`src/rtl/branch_resolve_queue_pkg.sv`:
```
// Shared types and default sizing for the branch resolve queue and the
// two-bit direction predictor it feeds.
package branch_resolve_queue_pkg;

  localparam int BRQ_DEPTH = 4;
  localparam int BRQ_IDX_W = 4;

  // One in-flight predicted branch: predictor table index plus predicted direction
  typedef struct packed {
    logic [BRQ_IDX_W-1:0] idx;
    logic                 pred;
  } brq_entry_t;

endpackage

```
`src/rtl/branch_resolve_queue_if.sv`:
```
// Fetch/resolve/update bundle between the pipeline and the branch resolve queue.
interface branch_resolve_queue_if
  import branch_resolve_queue_pkg::*;
#(
  parameter int DEPTH = BRQ_DEPTH,
  parameter int IDX_W = BRQ_IDX_W
) ();

  logic                       fetch_valid;
  logic [IDX_W-1:0]           fetch_idx;
  logic                       fetch_prediction;
  logic                       fetch_ready;
  logic                       resolve_valid;
  logic                       resolve_taken;
  logic                       update_valid;
  logic                       update_taken;
  logic [IDX_W-1:0]           update_idx;
  logic                       mispredict;
  logic [$clog2(DEPTH+1)-1:0] count;

  // Pipeline side: presents branches and resolutions, consumes updates
  modport master (
    output fetch_valid, fetch_idx, fetch_prediction,
    output resolve_valid, resolve_taken,
    input  fetch_ready, update_valid, update_taken, update_idx, mispredict, count
  );

  // Queue side
  modport slave (
    input  fetch_valid, fetch_idx, fetch_prediction,
    input  resolve_valid, resolve_taken,
    output fetch_ready, update_valid, update_taken, update_idx, mispredict, count
  );

endinterface

```
`src/rtl/branch_resolve_queue.sv`:
```
// In-order queue of predicted conditional branches; emits a registered predictor
// update on each resolve and flushes younger wrong-path entries on a mispredict.
module branch_resolve_queue
  import branch_resolve_queue_pkg::*;
#(
  parameter int DEPTH = BRQ_DEPTH,
  parameter int IDX_W = BRQ_IDX_W
) (
  input logic                   clock,
  input logic                   reset,
  branch_resolve_queue_if.slave bus
);

  localparam int PTR_W = $clog2(DEPTH);
  localparam int CNT_W = $clog2(DEPTH + 1);

  typedef struct packed {
    logic [IDX_W-1:0] idx;
    logic             pred;
  } entry_t;

  entry_t           mem [DEPTH];
  entry_t           head_entry;
  logic [PTR_W-1:0] head;
  logic [PTR_W-1:0] tail;
  logic [PTR_W-1:0] head_inc;
  logic [PTR_W-1:0] head_next;
  logic [PTR_W-1:0] tail_next;
  logic [CNT_W-1:0] count_q;
  logic [CNT_W-1:0] count_next;
  logic             ready;
  logic             push;
  logic             pop;
  logic             wrong_path;
  logic             write_en;

  // Readiness looks only at the registered count, so a full queue refuses
  // a push even when a pop frees a slot in the same cycle.
  assign ready      = (count_q < CNT_W'(DEPTH));
  assign head_entry = mem[head];
  assign head_inc   = head + PTR_W'(1);

  always_comb begin
    push       = 1'b0;
    pop        = 1'b0;
    wrong_path = 1'b0;
    write_en   = 1'b0;
    head_next  = head;
    tail_next  = tail;
    count_next = count_q;

    push = bus.fetch_valid && ready;
    pop  = bus.resolve_valid && (count_q != '0);

    if (pop) begin
      wrong_path = (head_entry.pred != bus.resolve_taken);
      head_next  = head_inc;
    end

    // A mispredict discards every younger entry, including a same-cycle push
    if (wrong_path) begin
      tail_next  = head_inc;
      count_next = '0;
    end else begin
      write_en   = push;
      if (push) begin
        tail_next = tail + PTR_W'(1);
      end
      count_next = count_q + CNT_W'(push) - CNT_W'(pop);
    end
  end

  always_ff @(posedge clock) begin
    if (reset) begin
      head    <= '0;
      tail    <= '0;
      count_q <= '0;
    end else begin
      head    <= head_next;
      tail    <= tail_next;
      count_q <= count_next;
    end
  end

  // Entry storage carries no reset; slots outside [head, head+count) are never read
  always_ff @(posedge clock) begin
    if (!reset && write_en) begin
      mem[tail] <= '{idx: bus.fetch_idx, pred: bus.fetch_prediction};
    end
  end

  always_ff @(posedge clock) begin
    if (reset) begin
      bus.update_valid <= 1'b0;
      bus.update_taken <= 1'b0;
      bus.update_idx   <= '0;
      bus.mispredict   <= 1'b0;
    end else begin
      bus.update_valid <= pop;
      bus.update_taken <= pop && bus.resolve_taken;
      bus.update_idx   <= pop ? head_entry.idx : '0;
      bus.mispredict   <= wrong_path;
    end
  end

  assign bus.fetch_ready = ready;
  assign bus.count       = count_q;

endmodule

```
`src/flat_wrapper.sv`:
```
// flat-port wrapper written by rule: the top's interface ports become plain ports
module branch_resolve_queue_flat import branch_resolve_queue_pkg::*;
#(
  parameter int DEPTH = BRQ_DEPTH,
  parameter int IDX_W = BRQ_IDX_W
)
  (clock, reset, bus_fetch_valid, bus_fetch_idx, bus_fetch_prediction, bus_resolve_valid, bus_resolve_taken, bus_fetch_ready, bus_update_valid, bus_update_taken, bus_update_idx, bus_mispredict, bus_count);
  branch_resolve_queue_if #(.DEPTH(DEPTH), .IDX_W(IDX_W)) bus_i ();
  input logic clock;
  input logic reset;
  input wire logic [$bits(bus_i.fetch_valid)-1:0] bus_fetch_valid;
  input wire logic [$bits(bus_i.fetch_idx)-1:0] bus_fetch_idx;
  input wire logic [$bits(bus_i.fetch_prediction)-1:0] bus_fetch_prediction;
  input wire logic [$bits(bus_i.resolve_valid)-1:0] bus_resolve_valid;
  input wire logic [$bits(bus_i.resolve_taken)-1:0] bus_resolve_taken;
  output wire logic [$bits(bus_i.fetch_ready)-1:0] bus_fetch_ready;
  output wire logic [$bits(bus_i.update_valid)-1:0] bus_update_valid;
  output wire logic [$bits(bus_i.update_taken)-1:0] bus_update_taken;
  output wire logic [$bits(bus_i.update_idx)-1:0] bus_update_idx;
  output wire logic [$bits(bus_i.mispredict)-1:0] bus_mispredict;
  output wire logic [$bits(bus_i.count)-1:0] bus_count;
  assign bus_i.fetch_valid = bus_fetch_valid;
  assign bus_i.fetch_idx = bus_fetch_idx;
  assign bus_i.fetch_prediction = bus_fetch_prediction;
  assign bus_i.resolve_valid = bus_resolve_valid;
  assign bus_i.resolve_taken = bus_resolve_taken;
  assign bus_fetch_ready = bus_i.fetch_ready;
  assign bus_update_valid = bus_i.update_valid;
  assign bus_update_taken = bus_i.update_taken;
  assign bus_update_idx = bus_i.update_idx;
  assign bus_mispredict = bus_i.mispredict;
  assign bus_count = bus_i.count;
  branch_resolve_queue #(.DEPTH(DEPTH), .IDX_W(IDX_W)) u_core (.clock(clock), .reset(reset), .bus(bus_i));
endmodule
```
`config.mk`:
```
export PLATFORM = sky130hd
export DESIGN_NAME = branch_resolve_queue_flat
export DESIGN_NICKNAME = d
export VERILOG_FILES = /design/src/rtl/branch_resolve_queue_pkg.sv /design/src/rtl/branch_resolve_queue_if.sv /design/src/rtl/branch_resolve_queue.sv /design/src/flat_wrapper.sv
export SDC_FILE = /design/constraint.sdc
export NUM_CORES = 1
export LEC_CHECK = 0
export ABC_AREA = 1
export CORE_UTILIZATION = 56
export DETAILED_ROUTE_END_ITERATION = 7
export PLACE_DENSITY = 0.88
export SLEW_MARGIN = 0
export SYNTH_ARGS = -nofsm -noshare
export SYNTH_HDL_FRONTEND = slang
export SYNTH_SLANG_ARGS = --single-unit
```
`constraint.sdc`:
```
create_clock -name clock -period 3.8 [get_ports clock]
set_input_delay 0.76 -clock clock [delete_from_list [all_inputs] [get_ports clock]]
set_output_delay 0.76 -clock clock [all_outputs]
set_load 0.01 [all_outputs]
```
# After elaboration in Yosys (flattened, before gate mapping)
# Memory sizes are Yosys's and may differ from the RTL's. A register that Yosys moved wholly into a read port is not among the register bits.
# Cells that the tools add are included.
[totals]
ram_bits = 20
memories = 1
elab_cells = 32
input_bits = 10
out_inout_bits = 11
ff_bits = 14
[op_classes]
bitwise_logic = 1
n_addsub = 4
magnitude_cmp = 1
reduce_logical = 9
muxes = 8
eq_ne = 1
[mem_list]
columns = ["memory", "depth", "word_bits", "rd", "rd_ports_with_merged_regs", "write_ports", "line", "rtl"]
rows = [
  ["u_core.mem", 4, 5, 1, 1, 1, "branch_resolve_queue.sv:22", "entry_t mem [DEPTH];"],
]
[ops]
columns = ["operator", "count"]
rows = [
  ["$mux W2", 4],
  ["$add A2 B1 Y2 const B", 2],
  ["$logic_and A1 B1 Y1", 4],
  ["$mux W1", 4],
  ["$reduce_or A2 Y1", 2],
  ["$add A3 B1 Y3", 1],
  ["$lt A3 B3 Y1 const B", 1],
  ["$reduce_bool A3 Y1", 1],
  ["$sub A3 B1 Y3", 1],
  ["$reduce_bool A2 Y1", 1],
  ["$logic_not A1 Y1", 1],
  ["$ne A1 B1 Y1", 1],
  ["$not A1 Y1", 1],
]

# Longest topological paths before layout
[logic_depth]
depth_word = 7
depth_mapped = 9
depth_no_buf = 9

# Least setup slack after synthesis
# OpenSTA, ideal clock, no wires.
[synth_timing]
kind = "input port to flip-flop"
from = "input bus_resolve_valid"
to = "register u_core.count_q[2], in the netlist u_core.bus.count[2]"
stages = 9
n_path_buf = 0
required_time_ns = 3.684
setup_time_ns = 0.116
t_arrival_ns = 2.042
slack_ns = 1.643
path_cell_list = "inv_1 a31oi_4 nand2_1 o21ai_0 ha_1 fa_1 xnor2_1 xor2_1 nor2_1"
[synth_between]
elab_chain_cells = 3
word_cells_on_any_way = 4
cone_classes = "add/sub (1); mux (1); reduce/logical (2)"
[synth_lines]
columns = ["element", "line", "rtl"]
rows = [
  ["from (decl)", "flat_wrapper.sv:14", "input wire logic [$bits(bus_i.resolve_valid)-1:0] bus_resolve_valid;"],
  ["$logic_and A1 B1 Y1 (*)", "branch_resolve_queue.sv:53", "pop = bus.resolve_valid && (count_q != '0);"],
  ["parallel branches: the longest is 2 deep, another holds $sub A3 B1 Y3", "--", ""],
  ["to (signal assigned)", "branch_resolve_queue.sv:81", "count_q <= count_next;"],
  ["to (decl)", "branch_resolve_queue.sv:29", "logic [CNT_W-1:0] count_q;"],
]
# Every way passes the cells marked *.
# A chain may end at the register's enable or synchronous reset.

# Worst setup path in the final report
# Same ends and word-level chain as after synthesis.

==> qor.yml <==
status: "complete, no violations"
yosys.cell_types.count: 17
worst_pin_slew_ns: 0.498
grt_max_degree: 12
switchingPower_uw: 388
grt_pass1_wl_mm: 4.14
p_int_uw: 717
hp-start: "u_core.head[0]$_SDFFE_PP0P_"
antenna_found_initial: 0
synth-seq-cells: 36
grt_pass1_vias: 981
cts_setup_buffers: 0
cp_slowest_cell: "clkdlybuf4s50_1"
power_switching_share: 0.351
hpwl_mm: 1.92
synth.avg_cell_area_um2: 10.7
clk_pin_slew_worst_paths_ns: 0.10
die-area_mm2: 0.00284
final_hold_viol_count: 0
cts_made_buffers: 5
power_frac_clock: 0.192
design_area_mm2: 0.00176
start_util: 0.594
reg2reg_slack_ns: 1.68
power_frac_seq: 0.477
drt_pre_antenna_iters: 4
crit_start: "bus_resolve_valid"
cts_hold_buf: 0
wl_met2_mm: 1.32
coreArea_mm2: 0.00248
reg2reg_to: "u_core.mem[0][1]$_DFFE_PP_"
power.density_mw_per_mm2: 628
grt_setup_unrepaired: "false"
vias: 1051
diodes: 0
crit_family: "adder cells"
wl_met1_mm: 1.09
fin_util: 0.710
syn_area_mm2: 0.00147
cp_max_fo: 10
fillers: 177
wl_met3_um: 199
ctsHtreeMaxLevel: 2
critPathArrivalTime_ns: 2.68
layout.nets: 180
slew_headroom: 0.667
num_rows: 18
finalWirelength_mm: 2.68
antenna_left: 0
timing.fmax_mhz: 411
cp.required_ns: 4.04
cts_tree: "yes"
grt_usage: 0.226
grt_overflow_total: 0
startpoint_type: "input port"
yosys_warnings: 0
min_to: "u_core.head[0]$_SDFFE_PP0P_"
synth_xor_area_frac: 0.0238
ys_seq_area_frac: 0.626
layout_min_cycle_time_ns: 2.44
hold_depth: 1
area.growth.synth_to_final_pct: 19.6
cap_violations: 0
peakVddDrop_v: 0.000509
maxUsedRoutingLayer: "met4"
critPathCaptureType: "register"
hold_class: "register to register"
yosys.area_share.simple: 0.150
drt_iter0_markers: 39
criticalPathCategory: "input port to register"
skew_ns: 0.00632
cts_resized: 0
fp.dieH_um: 53.3
reg2reg_depth: 8
path_buf_inv: 2
clock_sinks: 36
setup_viol: 0
port_buffers: 20
synth_top_family_by_area: "simple AND/OR/NAND/NOR gates"
ioPinCount: 21
p_leak_uw: 0.000696
clockRootBuffer: "clkbuf_4"
synthAdderAreaFrac: 0.0561
finalCritPeriodShare: 0.641
cts_buffer_depth: 2
synth_mux_area_frac: 0
syn_inst: 138
post-route-drc-count: 0
slowest_delay_ns: 0.42
synth_compound_area_frac: 0.0859
path_cells: "clkdlybuf4s50_1 -> inv_1 -> a31oi_4 -> nand2_1 -> o21ai_0 -> ha_1 -> fa_1 -> xnor2_1 -> xor2_1 -> nor2_1"
place_area_mm2: 0.00170
fin_tns_setup_ns: 0
via_per_inst: 5.39
timing.final.max_slew_violations: 0
power_frac_comb: 0.330
clk_latency_ns: 0.34
syn-num-nets: 154
wl_per_cell_um: 13.7
gp_congestion: 0.771
layout-drive-gt1-share: 0.0970
dieWidth_um: 53.3
## synthesized netlist by cell type (all sizes together)
master  count  area, um^2
clkinv      1        3.75
fa          1        20.0
buf         1        11.3
nor2       26        97.6
a21oi       9        45.0
nand3       9        70.1
xor2        3        26.3
edfxtp     20         601
nand2      14        52.6
dfxtp      16         320
xnor2       1        8.76
ha          5        62.6
inv        19        71.3
o21ai      12        60.1
a31oi       1        21.3
## per-layer routing
layer	track usage	up-vias
met4	0.149	0
met2	0.365	38
met5	0	-
li1	-	505
met1	0.238	503
met3	0.0948	5
## layout by cell type (no fill, tap or decap), drive strengths merged, types with 3 or more instances in the layout
cell type / synthesis / routed
clkdlybuf4s50: 0 / 20
dfxtp: 16 / 16
clkinv: 1 / 3
inv: 19 / 19
xor2: 3 / 3
nand2: 14 / 14
a21oi: 9 / 9
nor2: 26 / 26
o21ai: 12 / 12
edfxtp: 20 / 20
clkbuf: 0 / 6
ha: 5 / 5
nand3: 9 / 9
## worst max path at each step
stage,to,slack [ns],cells after the start
floorplan,u_core.bus.count[2]$_SDFF_PP0_,1.64,9
global placement,u_core.bus.count[2]$_SDFF_PP0_,1.17,10
detailed placement,u_core.bus.count[2]$_SDFF_PP0_,1.07,10
CTS,u_core.bus.count[2]$_SDFF_PP0_,1.39,10
global route,u_core.bus.count[2]$_SDFF_PP0_,1.24,10
finish,u_core.bus.count[2]$_SDFF_PP0_,1.36,10
## flip-flops by register name, summed over array words and instances, names as in the netlist, named ones only
name                     count
u_core.bus.mispredict        1
u_core.bus.update_idx        4
u_core.tail                  2
u_core.mem                  20
u_core.head                  2
u_core.bus.count             3
u_core.bus.update_valid      1
u_core.bus.update_taken      1
## cells by family (layout without fill, tap and decap cells)
group,after synthesis,in the layout
simple gates,49,49
buf+inv,21,48
xor+xnor,4,4
fa+ha+maj,6,6
flops,36,36
compound gates,22,22
## stage by stage
stage | setup slack (ns) | total power [uW] | std cells | hold slack [ns]
after CTS | 1.39 | 1110 | 195 | 0.513
after detailed placement | 1.07 | 897 | 187 | 0.489
after global placement | 1.17 | 865 | 187 | 0.487
final | 1.36 | 1110 | 195 | 0.515
after global routing | 1.24 | 1180 | 195 | 0.542
after floorplan | 1.64 | 770 | 138 | 0.466
## power groups by stage
stage / sequential [uW] / clock, uW / combinational (uW)
floorplan: 529 / 0 / 240
global placement: 530 / 0 / 335
detailed placement: 537 / 0 / 360
CTS: 528 / 214 / 366
global route: 535 / 228 / 413
finish: 528 / 212 / 365
## area by class of cell
| type | instances | area, um^2 | share of cell area |
|---|---|---|---|
| sequential | 36 | 921 | 0.523 |
| multi-input combinational | 81 | 464 | 0.264 |
| timing repair buffer | 20 | 200 | 0.114 |
| inverter | 20 | 75.1 | 0.0427 |
| clock buffer | 6 | 51.3 | 0.0292 |
| tap | 30 | 37.5 | 0.0213 |
| clock inverter | 2 | 10.0 | 0.00569 |
Power figures use the tool's default switching activity.
